File: src/rtl/ex_operand_fwd.sv
// ---------------------------------------------------------------------------
// ex_operand_fwd
//
// Operand-forwarding and load-use hazard unit for a 5-stage pipeline.
// The unit keeps its own copy of the destination tags and results for the
// EX, M and W stages. From these it builds the NSRC forwarded operands for
// the instruction now in EX. It also raises a one-cycle load-use stall and
// drives the register-file write-back port.
//
// Ports
//   clk            pipeline clock, rising edge
//   rst_n          asynchronous active-low reset
//   hold           global freeze: no stage register changes
//   flush          squash the ID->EX transfer (EX receives a bubble)
//   id_valid       ID holds a valid instruction
//   id_rs          source register numbers, operand i at [i*AW +: AW]
//   id_rs_used     per-source "operand is read" flags
//   id_rf_data     register-file read data, operand i at [i*DW +: DW]
//   id_rd          destination register of the ID instruction
//   id_wr_en       ID instruction writes rd
//   id_is_load     ID instruction is a load
//   ex_alu_result  ALU result of the EX instruction
//   m_load_data    memory read data for the M-stage load (same cycle)
//   ex_op          forwarded operands for the EX instruction
//   ex_fwd_sel     per-operand source: 00 regfile, 01 W, 10 M, 11 illegal
//   load_use_stall freeze PC/IF/ID this cycle
//   wb_valid       register-file write enable
//   wb_rd          write-back register
//   wb_data        write-back data
// ---------------------------------------------------------------------------
module ex_operand_fwd #(
    parameter int DW   = 32,
    parameter int AW   = 5,
    parameter int NSRC = 2
) (
    input  logic                 clk,
    input  logic                 rst_n,
    input  logic                 hold,
    input  logic                 flush,
    input  logic                 id_valid,
    input  logic [NSRC*AW-1:0]   id_rs,
    input  logic [NSRC-1:0]      id_rs_used,
    input  logic [NSRC*DW-1:0]   id_rf_data,
    input  logic [AW-1:0]        id_rd,
    input  logic                 id_wr_en,
    input  logic                 id_is_load,
    input  logic [DW-1:0]        ex_alu_result,
    input  logic [DW-1:0]        m_load_data,
    output logic [NSRC*DW-1:0]   ex_op,
    output logic [2*NSRC-1:0]    ex_fwd_sel,
    output logic                 load_use_stall,
    output logic                 wb_valid,
    output logic [AW-1:0]        wb_rd,
    output logic [DW-1:0]        wb_data
);

    localparam logic [1:0] SEL_RF  = 2'b00;
    localparam logic [1:0] SEL_W   = 2'b01;
    localparam logic [1:0] SEL_M   = 2'b10;
    localparam logic [1:0] SEL_ILL = 2'b11;

    // -----------------------------------------------------------------------
    // Stage registers (per-operand EX fields live in the generate block)
    // -----------------------------------------------------------------------
    logic          ex_v_reg;
    logic [AW-1:0] ex_rd_reg;
    logic          ex_we_reg;
    logic          ex_ld_reg;

    logic          m_v_reg;
    logic [AW-1:0] m_rd_reg;
    logic          m_we_reg;
    logic          m_ld_reg;
    logic [DW-1:0] m_alu_reg;

    logic          w_v_reg;
    logic [AW-1:0] w_rd_reg;
    logic          w_we_reg;
    logic [DW-1:0] w_data_reg;

    // One bit per ID operand that reads the register the EX load produces
    logic [NSRC-1:0] hazard_hit;

    // EX takes the ID instruction only when nothing turns it into a bubble
    logic ex_take;

    // -----------------------------------------------------------------------
    // Load-use detection
    // A load in EX produces its data one stage too late for a dependent
    // instruction in ID. That instruction waits one cycle. It then
    // picks up the load data from W.
    // -----------------------------------------------------------------------
    assign load_use_stall = id_valid && !flush && ex_v_reg && ex_we_reg &&
                            ex_ld_reg && (ex_rd_reg != '0) && (|hazard_hit);

    assign ex_take = id_valid && !flush && !load_use_stall;

    // -----------------------------------------------------------------------
    // Write-back port, taken straight from the W stage registers
    // -----------------------------------------------------------------------
    assign wb_valid = w_v_reg && w_we_reg && (w_rd_reg != '0);
    assign wb_rd    = w_rd_reg;
    assign wb_data  = w_data_reg;

    // -----------------------------------------------------------------------
    // EX stage: shared control fields. A bubble also clears the tags, so a
    // squashed slot cannot look like a producer or a consumer.
    // -----------------------------------------------------------------------
    always_ff @(posedge clk or negedge rst_n) begin
        if (!rst_n) begin
            ex_v_reg  <= 1'b0;
            ex_rd_reg <= '0;
            ex_we_reg <= 1'b0;
            ex_ld_reg <= 1'b0;
        end else if (!hold) begin
            ex_v_reg  <= ex_take;
            ex_rd_reg <= ex_take ? id_rd : '0;
            ex_we_reg <= ex_take && id_wr_en;
            ex_ld_reg <= ex_take && id_is_load;
        end
    end

    // -----------------------------------------------------------------------
    // M stage: EX moves down. The ALU result is sampled here because it is
    // only valid while the instruction sits in EX.
    // -----------------------------------------------------------------------
    always_ff @(posedge clk or negedge rst_n) begin
        if (!rst_n) begin
            m_v_reg   <= 1'b0;
            m_rd_reg  <= '0;
            m_we_reg  <= 1'b0;
            m_ld_reg  <= 1'b0;
            m_alu_reg <= '0;
        end else if (!hold) begin
            m_v_reg   <= ex_v_reg;
            m_rd_reg  <= ex_rd_reg;
            m_we_reg  <= ex_we_reg;
            m_ld_reg  <= ex_ld_reg;
            m_alu_reg <= ex_alu_result;
        end
    end

    // -----------------------------------------------------------------------
    // W stage: a load's result is the memory data that arrives while the
    // load is in M. Every other instruction carries its ALU result.
    // -----------------------------------------------------------------------
    always_ff @(posedge clk or negedge rst_n) begin
        if (!rst_n) begin
            w_v_reg    <= 1'b0;
            w_rd_reg   <= '0;
            w_we_reg   <= 1'b0;
            w_data_reg <= '0;
        end else if (!hold) begin
            w_v_reg    <= m_v_reg;
            w_rd_reg   <= m_rd_reg;
            w_we_reg   <= m_we_reg;
            w_data_reg <= m_ld_reg ? m_load_data : m_alu_reg;
        end
    end

    // -----------------------------------------------------------------------
    // Per-operand logic: EX capture, forwarding select and hazard match
    // -----------------------------------------------------------------------
    for (genvar gi = 0; gi < NSRC; gi++) begin : g_src
        logic [AW-1:0] id_rs_i;
        logic [DW-1:0] id_rf_i;
        logic [DW-1:0] capture_data;

        logic [AW-1:0] rs_reg;
        logic          used_reg;
        logic [DW-1:0] opraw_reg;

        logic [1:0]    fwd_sel_next;
        logic [DW-1:0] fwd_op_next;

        assign id_rs_i = id_rs[gi*AW +: AW];
        assign id_rf_i = id_rf_data[gi*DW +: DW];

        assign hazard_hit[gi] = id_rs_used[gi] && (id_rs_i == ex_rd_reg);

        // The write-back happens in the same cycle that this operand is read
        // from the register file. The written value is taken here directly,
        // so the register file never needs write-first read behaviour.
        assign capture_data = (wb_valid && (wb_rd == id_rs_i)) ? wb_data
                                                               : id_rf_i;

        always_ff @(posedge clk or negedge rst_n) begin
            if (!rst_n) begin
                rs_reg    <= '0;
                used_reg  <= 1'b0;
                opraw_reg <= '0;
            end else if (!hold) begin
                rs_reg    <= ex_take ? id_rs_i : '0;
                used_reg  <= ex_take && id_rs_used[gi];
                opraw_reg <= ex_take ? capture_data : '0;
            end
        end

        // The youngest producer wins: M is checked before W. A load in M
        // that matches cannot happen, because the load-use stall keeps the
        // consumer in ID for that cycle. If it does happen, the operand is
        // tagged 11 and zeroed rather than given stale data.
        always_comb begin
            fwd_sel_next = SEL_RF;
            fwd_op_next  = opraw_reg;
            if (ex_v_reg && used_reg && (rs_reg != '0)) begin
                if (m_v_reg && m_we_reg && (m_rd_reg == rs_reg)) begin
                    if (!m_ld_reg) begin
                        fwd_sel_next = SEL_M;
                        fwd_op_next  = m_alu_reg;
                    end else begin
                        fwd_sel_next = SEL_ILL;
                        fwd_op_next  = '0;
                    end
                end else if (w_v_reg && w_we_reg && (w_rd_reg == rs_reg)) begin
                    fwd_sel_next = SEL_W;
                    fwd_op_next  = w_data_reg;
                end
            end
        end

        assign ex_fwd_sel[2*gi +: 2] = fwd_sel_next;
        assign ex_op[gi*DW +: DW]    = fwd_op_next;
    end

endmodule
File: config.mk
export PLATFORM = sky130hd
export DESIGN_NAME = ex_operand_fwd
export DESIGN_NICKNAME = d
export VERILOG_FILES = /design/src/rtl/ex_operand_fwd.sv
export SDC_FILE = /design/constraint.sdc
export NUM_CORES = 1
export LEC_CHECK = 0
export ABC_AREA = 0
export CORE_UTILIZATION = 52
export DETAILED_ROUTE_END_ITERATION = 16
export PLACE_DENSITY = 0.87
export SLEW_MARGIN = 30
export SYNTH_ARGS = -nofsm -noshare
export SYNTH_HDL_FRONTEND = slang
export SYNTH_SLANG_ARGS = --single-unit
File: constraint.sdc
create_clock -name clk -period 5.2 [get_ports clk]
set_input_delay 1.56 -clock clk [delete_from_list [all_inputs] [get_ports clk]]
set_output_delay 1.56 -clock clk [all_outputs]
set_load 0.02 [all_outputs]
==> results.sh, run 1 <==
export IMPL_outcome="complete, no violations"
export IMPL_crit_start="wb_rd[0]"
export IMPL_rsz0062_at_grt="yes"
export IMPL_maxCapViolations=0
export IMPL_dpl_worst_slack_ps=176
export IMPL_synth_seq_area_share_pct=46.1
export IMPL_dp_hpwl_um=18000
export IMPL_nNetsFinal=1234
export IMPL_clk_path_buf_depth=2
export IMPL_dieArea_mm2=0.0176
export IMPL_r2r_start="ex_rd_reg[3]"
export IMPL_worst_path_max_fanout=32
export IMPL_numCtsBuffers=17
export IMPL_grt_max_degree=105
export IMPL_hp_class="register to register"
export IMPL_die_w_um=132
export IMPL_cts_max_level=4
export IMPL_postLayoutCellArea_mm2=0.0122
export IMPL_root_buffer="clkbuf_16"
export IMPL_worst_slew_pin_slew_ps=1060
export IMPL_yosys_area_top_type="dfrtp_1"
export IMPL_worstPathArrival_ps=3530
export IMPL_final_cells=1315
export IMPL_drt_wl_total_um=27700
export IMPL_syn_area_per_cell_um2=10.3
export IMPL_finClkSkew_ps=9.35
export IMPL_dr_total_vias=8009
export IMPL_synth_area_mm2=0.00885
export IMPL_overflow=0
export IMPL_setup_slack_ps=112
export IMPL_fin_tns_setup_ps=0
export IMPL_antenna_found_initial=0
export IMPL_irDropWorstVdd_v=0.000227
export IMPL_hold_viol_final=0
export IMPL_antennaDiodeCount=0
export IMPL_area_delta_synth_final_pct=37.4
export IMPL_place_port_buffers=258
export IMPL_relSlewSlack_pct=29.5
export IMPL_setup_viol=0
export IMPL_drcViolationCount=0
export IMPL_ys_seq_elements=163
export IMPL_num_fill_cells=1192
export IMPL_track_usage_pct=31.8
export IMPL_gp_congestion=0.866
export IMPL_power_per_cell_area_mw_per_mm2=293
export IMPL_synthArstFlopShare_pct=100
export IMPL_synthTopCellsByArea="dfrtp_1 46%, mux2i_1 8.1%, mux2_2 6.5%"
export IMPL_end_kind="primary output"
export IMPL_fmax_mhz=197
export IMPL_grt_pass1_vias=7910
export IMPL_syn_nets=1010
export IMPL_postRouteAntennaNets=0
export IMPL_cts_sink_count=163
export IMPL_synthFlopType="dfrtp_1"
export IMPL_path_clk_slew_ps=70
export IMPL_dp_cells=1283
export IMPL_leakagePower_nw=5.12
export IMPL_hp_start="g_src[0].opraw_reg[27]"
export IMPL_rows=47
export IMPL_drtPass1Iterations=5
export IMPL_synthDistinctLibCells=43
export IMPL_drt_initial_drc_count=709
export IMPL_grt_pass1_wl_um=43400
export IMPL_core_mm2=0.0166
export IMPL_num_io_pins=259
export IMPL_cp_start_kind="register"
export IMPL_cts_tree="done"
export IMPL_place_area_mm2=0.0115
export IMPL_slew_viol_final=0
export IMPL_post_cts_buffers=0
export IMPL_drive_above_1_share_pct=11.5
export IMPL_postSynthCellCount=858
export IMPL_initial_core_util_pct=53.4
export IMPL_clock_latency_ps=420
export IMPL_yosys_warnings=0
export IMPL_fin_crit_ps=5090
export IMPL_vias_per_cell=6.09
export IMPL_synth_edff_count=0
export IMPL_required_ps=3640
export IMPL_post_route_period_util_pct=97.8
export IMPL_fp_dieH_um=132
export IMPL_wire_per_inst_um=21.1
export IMPL_largest_reg_flops=64
export IMPL_criticalPathCategory="register to primary output"
export IMPL_synth_top_area_share_pct=46.1
==> metrics by stage <==
step	hold slack [ps]	utilization [%]	total power, W
after global routing	499	73.3	0.00369
after CTS	483	73.3	0.00357
after floorplan	443	-	0.00186
after detailed placement	467	69.5	0.00225
final	477	73.3	0.00356
after global placement	454	69.5	0.00223
==> synthesized netlist by cell type, types with 26 or more instances <==
cell type,n
nand3_1,28
dfrtp_1,163
clkbuf_1,40
nand2_1,128
a21oi_1,26
mux2_2,51
a221o_1,32
xnor2_1,28
a22o_1,27
o21ai_1,29
nor2_1,27
mux2i_1,72
o21ai_0,43
==> cells in the final DEF, fill, tap and decap left out, types with 2 or more instances in the layout <==
master / Yosys / routed
or3_1: 2 / 2
xnor2_1: 28 / 28
a22o_1: 27 / 27
buf_4: 3 / 21
bufinv_16: 0 / 3
and3_2: 5 / 5
or4_1: 3 / 3
a21oi_1: 26 / 26
inv_8: 1 / 2
nand2_1: 128 / 128
clkinvlp_4: 0 / 3
clkinv_4: 0 / 2
inv_6: 0 / 3
mux2_2: 51 / 51
and3_1: 4 / 4
mux2i_1: 72 / 72
clkbuf_8: 0 / 3
a21o_1: 24 / 24
nand3_1: 28 / 28
nor4_4: 4 / 4
clkbuf_16: 0 / 17
inv_1: 3 / 3
nand4_1: 5 / 5
o21ai_0: 43 / 43
xor2_1: 12 / 12
a2bb2oi_1: 24 / 24
nor2_1: 27 / 26
nor3_1: 2 / 2
a221o_1: 32 / 32
o21ai_1: 29 / 29
o31ai_1: 24 / 24
clkdlybuf4s50_1: 0 / 255
mux2_1: 4 / 4
dfrtp_1: 163 / 162
==> layout make-up <==
class	instances	area, µm²	area share, %
clock inverter	13	173	1.42
sequential	163	4080	33.5
inverter	4	22.5	0.185
multi-input combinational	616	4390	36.1
timing repair buffer	280	2770	22.8
tap	220	275	2.26
clock buffer	19	453	3.72
==> cells by family after synthesis <==
| kind of cell | synth area share [%] |
|---|---|
| XOR/XNOR | 3.96 |
| flip-flops | 46.1 |
| buffers and inverters | 4.47 |
| AND/OR/NAND/NOR | 11.2 |
| AO/OA/AOI/OAI | 19.2 |
| multiplexers | 15.1 |
==> timing repair <==
item	in CTS	in global routing
endpoints found under the setup margin	0	7
gates resized for setup	0	1
hold buffers	0	0
==> layer usage <==
layer | share of wire [%] | global-route usage [%] | up-vias
met5 | 0 | 0 | -
met2 | 49 | 52.0 | 432
met1 | 41 | 42.3 | 3943
met3 | 7.2 | 4.83 | 65
met4 | 2.7 | 13.5 | 0
li1 | - | - | 3569
==> worst paths after layout <==
path,end,slack (ps),cells after the start
worst max-delay path,ex_op[35],110,6
worst min-delay path,g_src[0].opraw_reg[27],480,2
worst max register to register,g_src[0].opraw_reg[16],2810,7
worst min register to register,g_src[0].opraw_reg[27],480,2
max in group asynchronous,m_rd_reg[4],3070,2
min in group asynchronous,m_alu_reg[14],1210,1
==> where the power goes <==
group,leakage (nW),internal [W],total (W),switching [W]
sequential,2.10,0.00138,0.00150,0.000129
clock,0.299,0.000790,0.00132,0.000532
combinational,2.73,0.000378,0.000736,0.000358
total,5.12,0.00254,0.00356,0.00102
==> critical path, cell delays in order, from the launching register on <==
cell and delay (ps):
dfrtp_1 560, xnor2_1 160, nand4_1 170, nor4_4 330
nor2b_4 940, a221o_1 290, clkdlybuf4s50_1 660
No activity file was read; power rests on OpenSTA's default activity.
==> inputs of run 2 (changes only) <==
Settings changed: PLACE_DENSITY 0.87 to 0.95.
==> run 2 against run 1 <==
  * Clock skew is 0.69 ps higher
  * First-iteration DRC count is 9.6% lower
  * Wire length is 0.26% lower
  * Cell area is 0.43% lower
  * Core utilization is 0.32 points lower
==> results.sh, run 2 (synthesis results as in run 1) <==
export IMPL_final_cells=1312
export IMPL_switching_share_pct=28.7
export IMPL_power_total_w=0.00343
export IMPL_core_mm2=0.0166
export IMPL_worstPathArrival_ps=3430
export IMPL_power_per_cell_area_mw_per_mm2=283
export IMPL_fp_dieH_um=132
export IMPL_clk_path_buf_depth=2
export IMPL_hp_class="register to register"
export IMPL_required_ps=3640
export IMPL_area_delta_synth_final_pct=36.8
export IMPL_clock_latency_ps=420
export IMPL_dp_cells=1282
export IMPL_setup_viol=0
export IMPL_largest_reg_flops=64
export IMPL_track_usage_pct=32.3
export IMPL_finClkSkew_ps=10.0
export IMPL_die_w_um=132
export IMPL_cts_tree="done"
export IMPL_drcViolationCount=0
export IMPL_switchingPower_w=0.000983
export IMPL_dr_total_vias=8009
export IMPL_fin_crit_ps=4990
export IMPL_worst_path_max_fanout=33
export IMPL_p_clk_share_pct=34.7
export IMPL_overflow=0
export IMPL_rsz0062_at_grt="no"
export IMPL_drt_initial_drc_count=641
export IMPL_place_port_buffers=258
export IMPL_cp_start_kind="register"
export IMPL_maxCapViolations=0
export IMPL_gp_congestion=0.913
export IMPL_antenna_found_initial=0
export IMPL_root_buffer="clkbuf_16"
export IMPL_post_route_util_pct=73.0
export IMPL_final_common_cell="clkdlybuf4s50_1"
export IMPL_grt_pass1_vias=8250
export IMPL_worst_slew_pin_slew_ps=981
export IMPL_dr_wl_met3_um=2480
export IMPL_p_int_w=0.00244
export IMPL_wire_per_inst_um=21.1
export IMPL_leakagePower_nw=5.08
export IMPL_power_frac_seq_pct=43.8
export IMPL_grt_max_degree=127
export IMPL_post_route_period_util_pct=95.9
export IMPL_reg2regPathDepth=6
export IMPL_hold_viol_final=0
export IMPL_dieArea_mm2=0.0176
export IMPL_rrSetupSlack_ps=2800
export IMPL_rows=47
export IMPL_criticalPathCategory="register to primary output"
export IMPL_fmax_mhz=201
export IMPL_maxUsedRoutingLayer="met4"
export IMPL_r2r_start="wb_rd[1]"
export IMPL_cts_sink_count=163
export IMPL_drt_wl_total_um=27600
export IMPL_nNetsFinal=1233
export IMPL_dp_hpwl_um=18400
export IMPL_hp_start="g_src[0].opraw_reg[15]"
export IMPL_irDropWorstVdd_v=0.000216
export IMPL_end_kind="primary output"
export IMPL_antennaDiodeCount=0
export IMPL_postRouteAntennaNets=0
export IMPL_fin_tns_setup_ps=0
export IMPL_r2r_end="g_src[0].opraw_reg[12]"
export IMPL_drive_above_1_share_pct=11.3
export IMPL_grt_pass1_wl_um=44000
export IMPL_relSlewSlack_pct=34.6
export IMPL_layout_cells_most_common_list="255 x clkdlybuf4s50_1, 162 x dfrtp_1, 128 x nand2_1"
export IMPL_post_cts_buffers=0
export IMPL_wl_met1_um=10600
export IMPL_numCtsBuffers=17
export IMPL_num_io_pins=259
export IMPL_initial_core_util_pct=53.4
export IMPL_min_to="g_src[0].opraw_reg[15]"
export IMPL_cts_max_level=4
export IMPL_whs_ps=480
export IMPL_met2_length_um=13200
export IMPL_min_path_cells=2
export IMPL_outcome="complete, no violations"
export IMPL_vias_per_cell=6.10
export IMPL_drtPass1Iterations=6
export IMPL_hold_buffers=0
export IMPL_path_clk_slew_ps=60
export IMPL_comb_power_share_pct=21.4
export IMPL_slew_viol_final=0
==> run 2: power by group through the flow <==
stage          clock, W  sequential, W  combinational [W]
2_1_floorplan         0        0.00153           0.000333
3_3_place_gp          0        0.00151           0.000711
3_5_place_dp          0        0.00152           0.000727
4_1_cts         0.00120        0.00150           0.000733
5_1_grt         0.00125        0.00152           0.000784
6_report        0.00119        0.00150           0.000735
==> run 2: how the worst max path moves through the flow <==
| stage | startpoint | to | depth (start not counted) |
|---|---|---|---|
| final | g_src[1].rs_reg[2] | ex_op[49] | 7 |
| after global routing | g_src[1].rs_reg[2] | ex_op[57] | 7 |
| after CTS | id_rs[5] | load_use_stall | 7 |
| after detailed placement | id_rs[1] | load_use_stall | 7 |
| after global placement | id_rs[8] | load_use_stall | 7 |
| after floorplan | id_rs[5] | load_use_stall | 5 |
==> run 2: repair_timing <==
| item | in CTS | in global routing |
|---|---|---|
| setup endpoints to repair | 1 | 3 |
| pin swaps | 0 | 2 |
| gates resized for setup | 1 | 3 |
==> run 2: cell type report <==
type	instances	area, µm²
clock buffers	22	474
clock inverters	8	80.1
fillers	1148	4470
inverters	4	22.5
multi-input cells	616	4420
flip-flops and latches	163	4080
well taps	220	275
repair buffers	279	2760
==> run 2: metal layers <==
metal  GRT usage [%]  vias to the layer above
li1                -                     3563
met1            40.0                     3841
met2            52.6                      494
met3            6.90                      111
met4            18.1                        0
met5               0                        -
==> run 2: metrics by stage <==
stage,cell area [µm²],setup WS (ps)
after floorplan,8850,1250
after global placement,11500,129
after detailed placement,11500,-11.7
after CTS,12100,80.8
after global routing,12100,149
final,12100,215
==> run 2: critical path: stages, from the launching register on <==
cell,delay [ps]
dfrtp_1,460
or4_1,550
o211ai_2,220
or4_1,270
inv_8,90
nor2_8,490
a221o_1,260
clkdlybuf4s50_1,650
